**config.mk**
```make
export PLATFORM = sky130hd
export DESIGN_NAME = gen_fifo_rd_prefetch_flat
export DESIGN_NICKNAME = d
export VERILOG_FILES = /design/src/rtl/gen_fifo_rd_prefetch_if.sv /design/src/rtl/gen_fifo_rd_prefetch.sv /design/src/flat_wrapper.sv
export SDC_FILE = /design/constraint.sdc
export NUM_CORES = 1
export LEC_CHECK = 0
export CORE_MARGIN = 5
export CORE_UTILIZATION = 35
export DETAILED_ROUTE_END_ITERATION = 10
export GPL_TIMING_DRIVEN = 0
export PLACE_DENSITY_LB_ADDON = 0.3
export SLEW_MARGIN = 20
export SYNTH_ARGS = -nofsm -noshare
export SYNTH_HDL_FRONTEND = slang
export SYNTH_SLANG_ARGS = --single-unit
```
**constraint.sdc**
```tcl
create_clock -name rclk -period 2.65 [get_ports rclk]
set_input_delay 0.53 -clock rclk [delete_from_list [all_inputs] [get_ports rclk]]
set_output_delay 0.53 -clock rclk [all_outputs]
set_load 0.01 [all_outputs]
```
**src/rtl/gen_fifo_rd_prefetch_if.sv**
```systemverilog
// rtl/gen_fifo_rd_prefetch_if.sv - FIFO-controller and consumer-side signals of the read prefetch stage
// master = prefetch stage, slave = FIFO controller/RAM plus the consumer.
interface gen_fifo_rd_prefetch_if #(
    parameter int DATA_WIDTH = 32,
    parameter int BUF_AW     = 1
);
    logic                  fifo_empty;
    logic                  fifo_pop;
    logic [DATA_WIDTH-1:0] ram_rdata;
    logic                  out_valid;
    logic [DATA_WIDTH-1:0] out_data;
    logic                  out_ready;
    logic [BUF_AW:0]       out_level;

    modport master (
        input  fifo_empty, ram_rdata, out_ready,
        output fifo_pop, out_valid, out_data, out_level
    );

    modport slave (
        output fifo_empty, ram_rdata, out_ready,
        input  fifo_pop, out_valid, out_data, out_level
    );
endinterface

```
**src/rtl/gen_fifo_rd_prefetch.sv**
```systemverilog
// rtl/gen_fifo_rd_prefetch.sv - read-side prefetch: credit-based pop, RD_LAT return pipe, output buffer
// Pops whenever buffer space covers everything already in flight; the head word is registered.
module gen_fifo_rd_prefetch #(
    parameter int DATA_WIDTH = 32,
    parameter int RD_LAT     = 1,
    parameter int BUF_AW     = 1
) (
    input  logic                   rclk,
    input  logic                   rreset,
    input  logic                   flush,
    gen_fifo_rd_prefetch_if.master bus
);
    localparam int BUF_D = 1 << BUF_AW;
    localparam int LW    = BUF_AW + 1;
    localparam int CW    = BUF_AW + 2;

    logic [RD_LAT-1:0]     pipe_q, pipe_d;
    logic [BUF_AW-1:0]     wr_ptr_q, wr_ptr_d;
    logic [BUF_AW-1:0]     rd_ptr_q, rd_ptr_d;
    logic [LW-1:0]         level_q, level_d;
    logic                  valid_q, valid_d;
    logic [DATA_WIDTH-1:0] data_q, data_d;
    logic [DATA_WIDTH-1:0] mem_q [BUF_D];
    logic [DATA_WIDTH-1:0] mem_d [BUF_D];

    logic [CW-1:0]         inflight;
    logic [CW-1:0]         credit;
    logic                  pop;
    logic                  pop_acc;
    logic                  ret;
    logic                  deq;

    always_comb begin
        inflight = '0;
        for (int i = 0; i < RD_LAT; i++) begin
            inflight = inflight + CW'(pipe_q[i]);
        end
    end

    assign ret     = pipe_q[RD_LAT-1];
    assign deq     = valid_q & bus.out_ready;
    // Words already returning or in flight are counted as occupied, so a full-rate
    // stream never needs more than RD_LAT+1 slots and can never overflow.
    assign credit  = CW'(level_q) + inflight - CW'(deq);
    assign pop     = ~rreset & ~flush & ~bus.fifo_empty & (credit < CW'(BUF_D));
    assign pop_acc = pop & ~bus.fifo_empty;

    always_comb begin
        pipe_d   = '0;
        wr_ptr_d = wr_ptr_q;
        rd_ptr_d = rd_ptr_q;
        level_d  = level_q;
        valid_d  = valid_q;
        data_d   = data_q;
        mem_d    = mem_q;
        if (flush) begin
            wr_ptr_d = '0;
            rd_ptr_d = '0;
            level_d  = '0;
            valid_d  = 1'b0;
            data_d   = '0;
        end else begin
            pipe_d[0] = pop_acc;
            for (int i = 1; i < RD_LAT; i++) begin
                pipe_d[i] = pipe_q[i-1];
            end
            if (ret) begin
                mem_d[wr_ptr_q] = bus.ram_rdata;
                wr_ptr_d        = wr_ptr_q + BUF_AW'(1);
            end
            if (deq) begin
                rd_ptr_d = rd_ptr_q + BUF_AW'(1);
            end
            level_d = level_q + LW'(ret) - LW'(deq);
            valid_d = (level_d != '0);
            // Reading the post-write array lets a returning word land straight on the head.
            data_d  = mem_d[rd_ptr_d];
        end
    end

    always_ff @(posedge rclk) begin
        if (rreset) begin
            pipe_q   <= '0;
            wr_ptr_q <= '0;
            rd_ptr_q <= '0;
            level_q  <= '0;
            valid_q  <= 1'b0;
            data_q   <= '0;
            for (int i = 0; i < BUF_D; i++) begin
                mem_q[i] <= '0;
            end
        end else begin
            pipe_q   <= pipe_d;
            wr_ptr_q <= wr_ptr_d;
            rd_ptr_q <= rd_ptr_d;
            level_q  <= level_d;
            valid_q  <= valid_d;
            data_q   <= data_d;
            mem_q    <= mem_d;
        end
    end

    assign bus.fifo_pop  = pop;
    assign bus.out_valid = valid_q;
    assign bus.out_data  = data_q;
    assign bus.out_level = level_q;

    ovf_chk: assert property (@(posedge rclk) disable iff (rreset || flush)
        !(ret && !deq && level_q == LW'(BUF_D)));
endmodule

```
**src/flat_wrapper.sv**
```systemverilog
// flat-port wrapper written by rule: the top's interface ports become plain ports
module gen_fifo_rd_prefetch_flat 
#(
    parameter int DATA_WIDTH = 32,
    parameter int RD_LAT     = 1,
    parameter int BUF_AW     = 1
)
  (rclk, rreset, flush, bus_fifo_empty, bus_ram_rdata, bus_out_ready, bus_fifo_pop, bus_out_valid, bus_out_data, bus_out_level);
  gen_fifo_rd_prefetch_if #(.DATA_WIDTH(DATA_WIDTH), .BUF_AW(BUF_AW)) bus_i ();
  input  logic rclk;
  input  logic rreset;
  input  logic flush;
  input wire logic [$bits(bus_i.fifo_empty)-1:0] bus_fifo_empty;
  input wire logic [$bits(bus_i.ram_rdata)-1:0] bus_ram_rdata;
  input wire logic [$bits(bus_i.out_ready)-1:0] bus_out_ready;
  output wire logic [$bits(bus_i.fifo_pop)-1:0] bus_fifo_pop;
  output wire logic [$bits(bus_i.out_valid)-1:0] bus_out_valid;
  output wire logic [$bits(bus_i.out_data)-1:0] bus_out_data;
  output wire logic [$bits(bus_i.out_level)-1:0] bus_out_level;
  assign bus_i.fifo_empty = bus_fifo_empty;
  assign bus_i.ram_rdata = bus_ram_rdata;
  assign bus_i.out_ready = bus_out_ready;
  assign bus_fifo_pop = bus_i.fifo_pop;
  assign bus_out_valid = bus_i.out_valid;
  assign bus_out_data = bus_i.out_data;
  assign bus_out_level = bus_i.out_level;
  gen_fifo_rd_prefetch #(.DATA_WIDTH(DATA_WIDTH), .RD_LAT(RD_LAT), .BUF_AW(BUF_AW)) u_core (.rclk(rclk), .rreset(rreset), .flush(flush), .bus(bus_i));
endmodule
```
==> flow_summary.ini, run 1 <==
[cells_and_area]
fill_cells = 1273
postLayoutCoreUtil = 0.453
num_antenna_cells = 0
syn2layout_area_growth_pct = 28.2
final_layout_size_suffix_gt1_frac = 0.103
num-nets-final = 627

[placement]
numPortBuffers = 72
gp_congestion = 0.811
dp_hpwl_um = 8850

[power_and_ir_drop]
power_density_nw_per_um2 = 581
seqPwrFrac = 0.472
p_sw_w = 0.000813
peakVddDrop_mv = 0.329
power_w = 0.00345
pwr-share-clk = 0.417
leakage_nw = 2.33
share_comb_of_total_power = 0.111
p_int_w = 0.00263
sw_frac_of_total = 0.236

[drt]
drt-initial-drc-count = 346
via_count = 4042
drc = 0
via_per_inst = 5.26
wire_per_inst_um = 16.2
wirelength_um = 12400
drtPass1Iterations = 5
antenna_left = 0

[timing]
hold_violations = 0
slew_violations = 0
worst_clock_skew_ps = 7.71
relSlewSlack = 0.639
whs_ps = 454
tns_ps = 0
rsz0062_at_grt = yes
fin_crit_sh = 0.993
max_freq_mhz = 380
tightestPinTransition_ps = 542
setup_viol = 0
min_period_ps = 2630

[global_routing]
gr-usage-all-layers = 0.161
antenna_found_initial = 0
grt_pass1_wl_um = 20700
first_global_vias = 4109
grt_max_degree = 17
grt_remaining_overflow = 0
grtUsageMet2 = 0.263
grtUsageMet1 = 0.211
use_met3 = 0.0299
top_usage_layer = met2

[critical_path]
cp.buffers_inverters = 2
crit_fanout = 2
end_kind = primary output
crit_path_top_delay_cell = fa_1
worstPathRequired_ps = 2120
slowest_delay_ps = 450
startpoint = u_core.bus.out_valid
crit_arrival_ps = 2100
crit_path_start_kind = register
path_cells = and2_4 > ha_4 > inv_2 > ha_4 > fa_1 > nor4_1 > buf_2
path_common_cell = ha_4
cpLargestDelayFamily = adder cells
path_class = register to primary output
r2r_start = u_core.bus.out_valid

[clocking]
cts_tree = yes
cts-root-to-sink-buffers = 2
path_clk_slew_ps = 60
clock_latency_ps = 350
htree_levels = 3
clock_sinks = 102
clock-root-buffer = clkbuf_16
cts_buffers = 9

[floorplanning]
start_util = 0.354
die_h_um = 125
die-area_um2 = 15600
core_um2 = 13100
ioPinCount = 73
rows = 42
fp.dieW_um = 125

[job]
max_cap_viol_count = 0

[yosys]
synth_seq_area_share = 0.441
synth-simple-area-share = 0.195
netlist-cell-type-count = 31
yosys_warnings = 0
synth_xor_area_frac = 0.00189
netlist_area_um2 = 4630
avgSynthCellArea_um2 = 9.22
synth-compound-area-share = 0.204
synthCells = 502
synth_top_family_by_area = compound AO/OA/AOI/OAI gates
ys_ff_latch = 102
synthMuxAreaShare = 0.0692
syn-num-nets = 542
synth_fa_ha_area_frac = 0.00973

[run_status]
status = finished, final reports clean

[worst_hold_path]
hp-start = u_core.mem_q[35]
min_path_type = register to register
## state kept, by name (all words and copies together), names as in the netlist
register / flops
u_core.wr_ptr_q: 1
u_core.pipe_q: 1
u_core.bus.out_level: 2
u_core.mem_q: 64
u_core.bus.out_valid: 1
u_core.bus.out_data: 32
u_core.rd_ptr_q: 1
## worst min-delay path, cell delays in order, from the launching register on
cell and delay, ps:
dfxtp_1 310, nand2_1 50, a21oi_1 50
## layer usage
layer | routed length, µm | vias to the layer above
met5 | 0 | -
met4 | 261 | 0
met3 | 564 | 20
met2 | 5960 | 102
met1 | 5650 | 1923
li1 | - | 1997
## logic make-up after synthesis
group,Yosys count
AOI/OAI and AO/OA,131
xor gates and xnor gates,1
adders and majority gates,3
buffers and inverters,59
DFF,102
muxes,32
and+or+nand+nor,174
## cells in the final DEF, fill, tap and decap left out, drive strengths merged, types with 3 or more instances in the layout
cell	instances
dfxtp	102
a211oi	64
clkinv	3
a221oi	32
nor3	32
and3	32
clkdlybuf4s50	70
mux2i	32
clkbuf	34
nor2b	32
inv	7
nand2	65
nor2	3
buf	33
a21oi	34
## final timing paths
path | end | slack [ps] | cells past startpoint
setup / recovery | bus_fifo_pop | 20 | 7
hold / removal | u_core.mem_q[35] | 450 | 2
setup reg to reg | u_core.pipe_q | 840 | 7
hold reg to reg | u_core.mem_q[35] | 450 | 2
## repair_timing
item	CTS	global route
setup buffers	2	0
hold buffers	0	0
pin swaps	4	2
setup endpoints to repair	1	1
gates resized for setup	16	0
## per-stage QoR
step	instance area, µm²	setup slack (ps)	instances
6_report	5930	17.8	768
5_1_grt	5930	-69.5	768
4_1_cts	5930	-35.5	768
3_5_place_dp	5570	-854	750
3_3_place_gp	5570	-818	750
2_1_floorplan	4630	87.2	502
## layout make-up
cell class	count	area [µm²]	share of cell area
plain buffers	53	344	0.0580
clock buffers	10	239	0.0403
clock inverters	6	83.8	0.0141
inverters	6	22.5	0.00380
multi-input cells	341	2250	0.379
flip-flops and latches	102	2040	0.344
well taps	176	220	0.0371
repair buffers	74	732	0.123
## cells in the mapped netlist
cell type  count  area (µm²)
nand2b_4       1        13.8
a211oi_1      63         473
nor3b_2        1        12.5
and3_1        32         200
nand2_1       64         240
clkbuf_1      24        90.1
nand3b_1       1        7.51
a21oi_1       34         170
nand2_2        1        6.26
xnor2_1        1        8.76
buf_2         13        65.1
nor2b_1       32         200
or2_2          1        6.26
mux2i_1       32         320
a21bo_2        1        10.0
ha_1           2        25.0
and2_1         1        6.26
nor2_1         3        11.3
a221oi_1      32         280
or3b_1         1        8.76
nor3_1        32         160
buf_4          7        52.6
dfxtp_1      102        2040
fa_1           1        20.0
nand2b_1       1        6.26
and2_4         1        8.76
inv_1          6        22.5
buf_12         4        80.1
nor4_1         2        12.5
buf_6          5        56.3
a211oi_2       1        12.5
## power by group through the flow
stage | clock network [W] | logic (W) | registers, W
after global placement | 0 | 0.000370 | 0.00166
after detailed placement | 0 | 0.000378 | 0.00166
final | 0.00144 | 0.000383 | 0.00163
after global routing | 0.00155 | 0.000418 | 0.00163
after CTS | 0.00147 | 0.000385 | 0.00162
after floorplan | 0 | 0.000213 | 0.00166
(Power assumes the default switching activity.)
==> run 2: changes to the inputs <==
==> constraint.sdc (replaced) <==
create_clock -name rclk -period 2.65 [get_ports rclk]
set_input_delay 0.53 -clock rclk [delete_from_list [all_inputs] [get_ports rclk]]
set_output_delay 0.53 -clock rclk [all_outputs]
set_load 0.005 [all_outputs]
==> results of run 2 <==
Same layout as run 1 (identical final DEF). Status: finished, final reports clean.
Main changes from that run: setup slack after placement -854 ps -> -819 ps; number of gates resized after CTS 16 -> 15; setup slack after layout 17.8 ps -> 35.9 ps; total power 0.00345 W -> 0.00344 W
